--- src/rtl/av2_inter_pkg.sv ---
// Shared types and constants for the AV2 inter-block schedulers: FSM states,
// MV width, packed MV type and the saturating predictor add.
package av2_inter_pkg;

  localparam int MV_W         = 16;
  localparam int MV_LIMIT_DEF = 16383;

  typedef enum logic [1:0] {
    ST_IDLE    = 2'd0,
    ST_START   = 2'd1,
    ST_WAIT_MV = 2'd2,
    ST_OUT     = 2'd3
  } schedState_e;

  typedef struct packed {
    logic signed [MV_W-1:0] x;
    logic signed [MV_W-1:0] y;
  } av2_mv_t;

  // Sum in 17 bits so the clamp sees the true value before truncation.
  function automatic logic [MV_W-1:0] satAdd(input logic [MV_W-1:0] a,
                                             input logic [MV_W-1:0] b,
                                             input int              limit);
    logic signed [MV_W:0] sum;
    sum = $signed({a[MV_W-1], a}) + $signed({b[MV_W-1], b});
    if (int'(sum) > limit) begin
      satAdd = MV_W'(limit);
    end else if (int'(sum) < -limit) begin
      satAdd = MV_W'(-limit);
    end else begin
      satAdd = sum[MV_W-1:0];
    end
  endfunction

endpackage

--- src/rtl/av2_rr_arbiter.sv ---
// Combinational round-robin select: first set request at or after the
// pointer, searching upward with wrap. Shared by the inter-block schedulers.
module av2_rr_arbiter #(
  parameter int N  = 4,
  parameter int PW = $clog2(N)
) (
  input  logic [N-1:0]  req_i,
  input  logic [PW-1:0] ptr_i,
  output logic [N-1:0]  gnt_o,
  output logic [PW-1:0] idx_o,
  output logic          any_o
);

  logic [PW-1:0] cand;

  always_comb begin
    gnt_o = '0;
    idx_o = '0;
    any_o = 1'b0;
    cand  = '0;
    for (int off = 0; off < N; off++) begin
      cand = PW'((int'(ptr_i) + off) % N);
      if (!any_o && req_i[cand]) begin
        any_o       = 1'b1;
        gnt_o[cand] = 1'b1;
        idx_o       = cand;
      end
    end
  end

endmodule

--- src/rtl/av2_mv_decode_sched.sv ---
// Shares one MV decoder between NUM_REQ requesters: round-robin grant, decoder
// start/capture sequencing, predictor add with saturation, per-MV timeout.
import av2_inter_pkg::*;

module av2_mv_decode_sched #(
  parameter int NUM_REQ  = 4,
  parameter int IDW      = 8,
  parameter int MV_LIMIT = MV_LIMIT_DEF,
  parameter int TIMEOUT  = 1024
) (
  input  logic                  clk,
  input  logic                  rst,
  input  logic [NUM_REQ-1:0]    req,
  input  logic [NUM_REQ-1:0]    req_compound,
  input  logic [NUM_REQ*IDW-1:0] req_id,
  input  logic [NUM_REQ*32-1:0] req_pmv,
  output logic [NUM_REQ-1:0]    gnt,
  output logic                  dec_start,
  input  logic                  dec_done,
  input  logic [MV_W-1:0]       dec_mv_x,
  input  logic [MV_W-1:0]       dec_mv_y,
  input  logic                  dec_mv_valid,
  output logic                  dec_mv_ready,
  output logic                  res_valid,
  input  logic                  res_ready,
  output logic [IDW-1:0]        res_id,
  output logic                  res_ref,
  output logic [MV_W-1:0]       res_mv_x,
  output logic [MV_W-1:0]       res_mv_y,
  output logic                  res_err,
  output logic                  busy
);

  localparam int PW = $clog2(NUM_REQ);
  localparam int CW = $clog2(TIMEOUT + 1);

  schedState_e          state_q;
  logic [PW-1:0]        rrPtr_q;
  logic [PW-1:0]        winIdx_q;
  logic [IDW-1:0]       id_q;
  av2_mv_t              pmv_q;
  logic                 compound_q;
  logic                 ref_q;
  logic [CW-1:0]        cnt_q;
  logic [NUM_REQ-1:0]   gnt_q;
  logic                 decStart_q;
  logic                 resValid_q;
  logic [IDW-1:0]       resId_q;
  logic                 resRef_q;
  av2_mv_t              resMv_q;
  logic                 resErr_q;

  logic [NUM_REQ-1:0]   arbGnt;
  logic [PW-1:0]        arbIdx;
  logic                 arbAny;
  logic [IDW-1:0]       selId;
  av2_mv_t              selPmv;
  logic                 selComp;
  logic [PW-1:0]        nextPtr;

  av2_rr_arbiter #(.N(NUM_REQ), .PW(PW)) uArb (
    .req_i (req),
    .ptr_i (rrPtr_q),
    .gnt_o (arbGnt),
    .idx_o (arbIdx),
    .any_o (arbAny)
  );

  always_comb begin
    selId   = '0;
    selPmv  = '0;
    selComp = 1'b0;
    for (int i = 0; i < NUM_REQ; i++) begin
      if (arbGnt[i]) begin
        selId   = req_id[i*IDW +: IDW];
        selPmv  = av2_mv_t'(req_pmv[i*32 +: 32]);
        selComp = req_compound[i];
      end
    end
  end

  assign nextPtr = (winIdx_q == PW'(NUM_REQ - 1)) ? '0 : winIdx_q + 1'b1;

  always_ff @(posedge clk or posedge rst) begin
    if (rst) begin
      state_q    <= ST_IDLE;
      rrPtr_q    <= '0;
      winIdx_q   <= '0;
      id_q       <= '0;
      pmv_q      <= '0;
      compound_q <= 1'b0;
      ref_q      <= 1'b0;
      cnt_q      <= '0;
      gnt_q      <= '0;
      decStart_q <= 1'b0;
      resValid_q <= 1'b0;
      resId_q    <= '0;
      resRef_q   <= 1'b0;
      resMv_q    <= '0;
      resErr_q   <= 1'b0;
    end else begin
      gnt_q      <= '0;
      decStart_q <= 1'b0;
      case (state_q)
        ST_IDLE: begin
          if (arbAny && dec_done) begin
            gnt_q      <= arbGnt;
            winIdx_q   <= arbIdx;
            id_q       <= selId;
            pmv_q      <= selPmv;
            compound_q <= selComp;
            ref_q      <= 1'b0;
            state_q    <= ST_START;
          end
        end
        ST_START: begin
          if (dec_done) begin
            decStart_q <= 1'b1;
            cnt_q      <= '0;
            state_q    <= ST_WAIT_MV;
          end
        end
        ST_WAIT_MV: begin
          if (dec_mv_valid) begin
            resMv_q    <= '{x: satAdd(pmv_q.x, dec_mv_x, MV_LIMIT),
                            y: satAdd(pmv_q.y, dec_mv_y, MV_LIMIT)};
            resErr_q   <= 1'b0;
            resId_q    <= id_q;
            resRef_q   <= ref_q;
            resValid_q <= 1'b1;
            state_q    <= ST_OUT;
          end else if (cnt_q == CW'(TIMEOUT - 1)) begin
            // Abort: return the predictor and drop any pending second MV.
            resMv_q    <= pmv_q;
            resErr_q   <= 1'b1;
            resId_q    <= id_q;
            resRef_q   <= ref_q;
            resValid_q <= 1'b1;
            compound_q <= 1'b0;
            state_q    <= ST_OUT;
          end else begin
            cnt_q <= cnt_q + 1'b1;
          end
        end
        ST_OUT: begin
          if (res_ready) begin
            resValid_q <= 1'b0;
            if (compound_q && !ref_q) begin
              ref_q   <= 1'b1;
              state_q <= ST_START;
            end else begin
              rrPtr_q <= nextPtr;
              state_q <= ST_IDLE;
            end
          end
        end
        default: state_q <= ST_IDLE;
      endcase
    end
  end

  assign gnt          = gnt_q;
  assign dec_start    = decStart_q;
  assign dec_mv_ready = (state_q == ST_WAIT_MV) && dec_mv_valid;
  assign res_valid    = resValid_q;
  assign res_id       = resId_q;
  assign res_ref      = resRef_q;
  assign res_mv_x     = resMv_q.x;
  assign res_mv_y     = resMv_q.y;
  assign res_err      = resErr_q;
  assign busy         = (state_q != ST_IDLE);

endmodule

--- config.mk ---
export PLATFORM = sky130hd
export DESIGN_NAME = av2_mv_decode_sched
export DESIGN_NICKNAME = d
export VERILOG_FILES = /design/src/rtl/av2_inter_pkg.sv /design/src/rtl/av2_rr_arbiter.sv /design/src/rtl/av2_mv_decode_sched.sv
export SDC_FILE = /design/constraint.sdc
export NUM_CORES = 1
export LEC_CHECK = 0
export ABC_AREA = 1
export CAP_MARGIN = 5
export CORE_MARGIN = 1
export CORE_UTILIZATION = 49
export CTS_CLUSTER_DIAMETER = 80
export DETAILED_ROUTE_END_ITERATION = 8
export PLACE_DENSITY_LB_ADDON = 0.08
export SLEW_MARGIN = 20
export SYNTH_ARGS = -nofsm -noshare
export SYNTH_HDL_FRONTEND = slang
export SYNTH_SLANG_ARGS = --single-unit
--- constraint.sdc ---
create_clock -name clk -period 4.2 [get_ports clk]
set_input_delay 0.42 -clock clk [delete_from_list [all_inputs] [get_ports clk]]
set_output_delay 0.42 -clock clk [all_outputs]
set_load 0.01 [all_outputs]
==> summary.txt <==
Worst setup path
  • Most used cell along the critical path: nand2_1
  • Startpoint Class: flop
  • Crit. End Element: flop
  • Crit Path Class: reg -> reg
  • WP data required: roughly 4.5 ns
  • Max stage delay cell, worst path: dfrtp_1
  • Critical Path AT: roughly 3.6 ns
  • Slowest cell delay on critical path: around 0.6 ns
  • Critical path cell sequence: inv_1 > ha_1 > inv_1 > mux2i_1 > nand2_1 > inv_2 > nand2_1 > nand2_2 > buf_12 > a21oi_1 > nand2_1 > nand2_1 > nand3_1
  • Crit path max fanout: 52

Placed design
  • Cell count after placement: 1842
  • IO Port Bufs: around 250
  • Global placement routability congestion: around 0.97
  • Post-DP HPWL: between 20000 and 25000 um

Hold path
  • Hold crit path type: reg -> reg

Die
  • Die height: approximately 140 um
  • Initial Util: 0.505
  • Die area: roughly 18000 um2
  • Die W: 136 um
  • # IOs: roughly 260
  • Row count: 48
  • Core area: ~17000 um2

Detailed routing
  • DRC violations left: 0
  • Iteration-0 DRC Markers: approximately 570
  • Via density: a little over 5
  • ANT nets after route: 0
  • DRT Wirelength: 28300 um
  • Routed len/inst: between 15 and 20 um
  • Detailed-router iteration count before antenna repair: 5
  • Vias: 9617

Global routing
  • Grt ovf: 0
  • GRT met1 Usage: 0.417
  • Global-route wire length before repair: around 45000 um
  • GRT met2 Usage: 0.529
  • GRT Overall Usage: 0.317
  • Layer with the highest usage: met2
  • Initial antenna violation count: 0
  • Number of global-route vias before repair: 9015
  • Pin count of the biggest net entering global routing: 81
  • Met3 Resource Use GR: 0.0507

Layout
  • Antenna cell count: 0
  • Non-filler cells, final: 1858
  • Final nets: 1878
  • Syn-to-layout area delta: 32.7%
  • Share of layout cells above drive strength 1: 0.0423

Run status
  • Status: completed

Timing
  • RSZ-0062 raised after global routing: false
  • Fmax: 0.304 GHz
  • Worst-margin pin slew: just over 0.9 ns
  • Clock Skews: around 0.013 ns
  • Min Clock Period, post-route: approximately 3.3 ns
  • Final Hold Fails: 0
  • Final Cycle Share: 0.783
  • Rel. slew slack: 0.387
  • Slew Viols, Final: 0
  • # setup viols final: 0
  • Setup TNS Final: 0 ns

Logic synthesis
  • Dominant synthesized flop cell: dfrtp_1
  • Post-Synthesis Cells: roughly 1400
  • Synth unique cells: 44
  • Synth Cell Area: 8790 um2
  • Post-synth EDFFs: 0
  • Post-synthesis sequential area ratio: 0.304
  • Yosys reg bits: 107
  • Async SR Flop Fraction: 1.00
  • Mapped Nets: ~1700
  • Syn Area/Cell: about 6.3 um2
  • YS warnings: 0

Clock tree
  • Hold_buf cts: 0
  • H-Tree Depth: 3
  • Clk pin slew, worst setup/hold paths: 0.08 ns
  • CTS max path bufs: 2
  • TritonCTS Buffers: 9
  • Post_cts resized: 0
  • Number of setup buffers added after CTS: 0
  • Sink Count: ~110
  • Skew-Pair Late Insertion Delay: about 0.36 ns
  • CTS tree: yes
  • CTS root buf: clkbuf_16

Power
  • Power Density: 674 nW/um2
  • Lkg Pwr: between 5 and 6 nW
  • Total power: roughly 0.008 W
  • Worst VDD drop: roughly 400 uV

Run
  • # Max-Cap Violations: 0
critical path: cells and delay by family (launching register included):
kind	cells	cell delay [ns]
muxes	1	0.38
and+or+nand+nor	6	1.11
DFF	1	0.59
buffers and inverters	4	0.70
AOI/OAI and AO/OA	1	0.06
adders and majority gates	1	0.37
metal layers:
metal,routed length [um],up-vias
met5,0,-
met4,731,0
met3,1730,38
met2,13400,328
met1,12400,4348
li1,-,4903
synthesized netlist by cell type, types with 2 or more instances:
library cell | instances | area (um2)
nor2_2 | 3 | 18.8
nor2_1 | 103 | 387
a21oi_1 | 138 | 691
inv_1 | 183 | 687
nand3b_1 | 9 | 67.6
buf_2 | 15 | 75.1
and2_1 | 2 | 12.5
nor3_1 | 3 | 15.0
nand2_2 | 4 | 25.0
nand4_1 | 11 | 68.8
buf_6 | 13 | 146
a21oi_2 | 10 | 87.6
or2_2 | 13 | 81.3
o21a_1 | 2 | 15.0
buf_4 | 2 | 15.0
nand2_4 | 2 | 22.5
inv_2 | 5 | 18.8
nand3_1 | 116 | 581
xnor2_1 | 2 | 17.5
nand2_1 | 500 | 1880
o21ai_1 | 6 | 30.0
clkinv_1 | 2 | 7.51
fa_1 | 2 | 40.0
dfrtp_1 | 107 | 2680
ha_1 | 43 | 538
o21ai_0 | 69 | 345
a211oi_1 | 3 | 22.5
clkbuf_1 | 22 | 82.6
power breakdown:
| group | internal, W | switching, W |
|---|---|---|
| combinational | 0.00194 | 0.00329 |
| clock | 0.000438 | 0.000410 |
| sequential | 0.00143 | 0.000361 |
cell families after synthesis:
group | after synthesis | synth area share
muxes | 1 | 0.00114
AOI/OAI and AO/OA | 237 | 0.144
and+or+nand+nor | 770 | 0.363
xor gates and xnor gates | 3 | 0.00299
adders and majority gates | 45 | 0.0657
buffers and inverters | 243 | 0.118
DFF | 107 | 0.304
cells in the final DEF, fill, tap and decap left out, types with 3 or more instances in the layout:
cell / Yosys / layout
nand2_1: 500 / 498
clkdlybuf4s50_1: 0 / 254
inv_1: 183 / 182
a21oi_1: 138 / 138
nand3_1: 116 / 116
dfrtp_1: 107 / 107
nor2_1: 103 / 103
o21ai_0: 69 / 69
ha_1: 43 / 43
or2_2: 13 / 13
nand4_1: 11 / 11
a21oi_2: 10 / 10
nand3b_1: 9 / 9
clkbuf_16: 0 / 9
buf_4: 2 / 8
nand2_2: 4 / 6
o21ai_1: 6 / 6
inv_2: 5 / 5
nor2_2: 3 / 3
a211oi_1: 3 / 3
nor3_1: 3 / 3
stage by stage:
stage               hold slack [ns]  utilization  setup WS, ns  cell area (um2)
floorplan                     0.436            -         0.963             8790
global placement              0.443        0.654         0.933            11400
detailed placement            0.451        0.654         0.860            11400
CTS                           0.466        0.670         0.931            11700
global route                  0.497        0.670         0.697            11700
finish                        0.463        0.670         0.912            11700
state kept, by name (all words and copies together), names as in the netlist, 2 cells and up:
signal    count
state_q       2
cnt_q        11
pmv_q        32
res_mv_x     16
id_q          8
res_id        8
rrPtr_q       2
winIdx_q      2
gnt           4
res_mv_y     16
layout make-up:
| type | count | area, um2 |
|---|---|---|
| clock buffers | 13 | 260 |
| well taps | 225 | 282 |
| flip-flops and latches | 107 | 2680 |
| multi-input cells | 1056 | 5080 |
| clock inverters | 3 | 22.5 |
| fillers | 1656 | 5750 |
| repair buffers | 263 | 2620 |
| inverters | 191 | 724 |
path summary, 6_finish.rpt:
check	from	to	slack, ns	cells past startpoint
worst max-delay path	rrPtr_q[0]$_DFFE_PP0P_	pmv_q[20]$_DFFE_PP0P_	0.91	13
worst min-delay path	id_q[2]$_DFFE_PP0P_	res_id[2]$_DFFE_PP0P_	0.46	2
worst max register to register	rrPtr_q[0]$_DFFE_PP0P_	pmv_q[20]$_DFFE_PP0P_	0.91	13
worst min register to register	id_q[2]$_DFFE_PP0P_	res_id[2]$_DFFE_PP0P_	0.46	2
max in group asynchronous	rst	dec_start$_DFF_PP0_	2.90	3
min in group asynchronous	rst	pmv_q[22]$_DFFE_PP0P_	0.57	2
No activity file was read; power rests on OpenSTA's default activity.
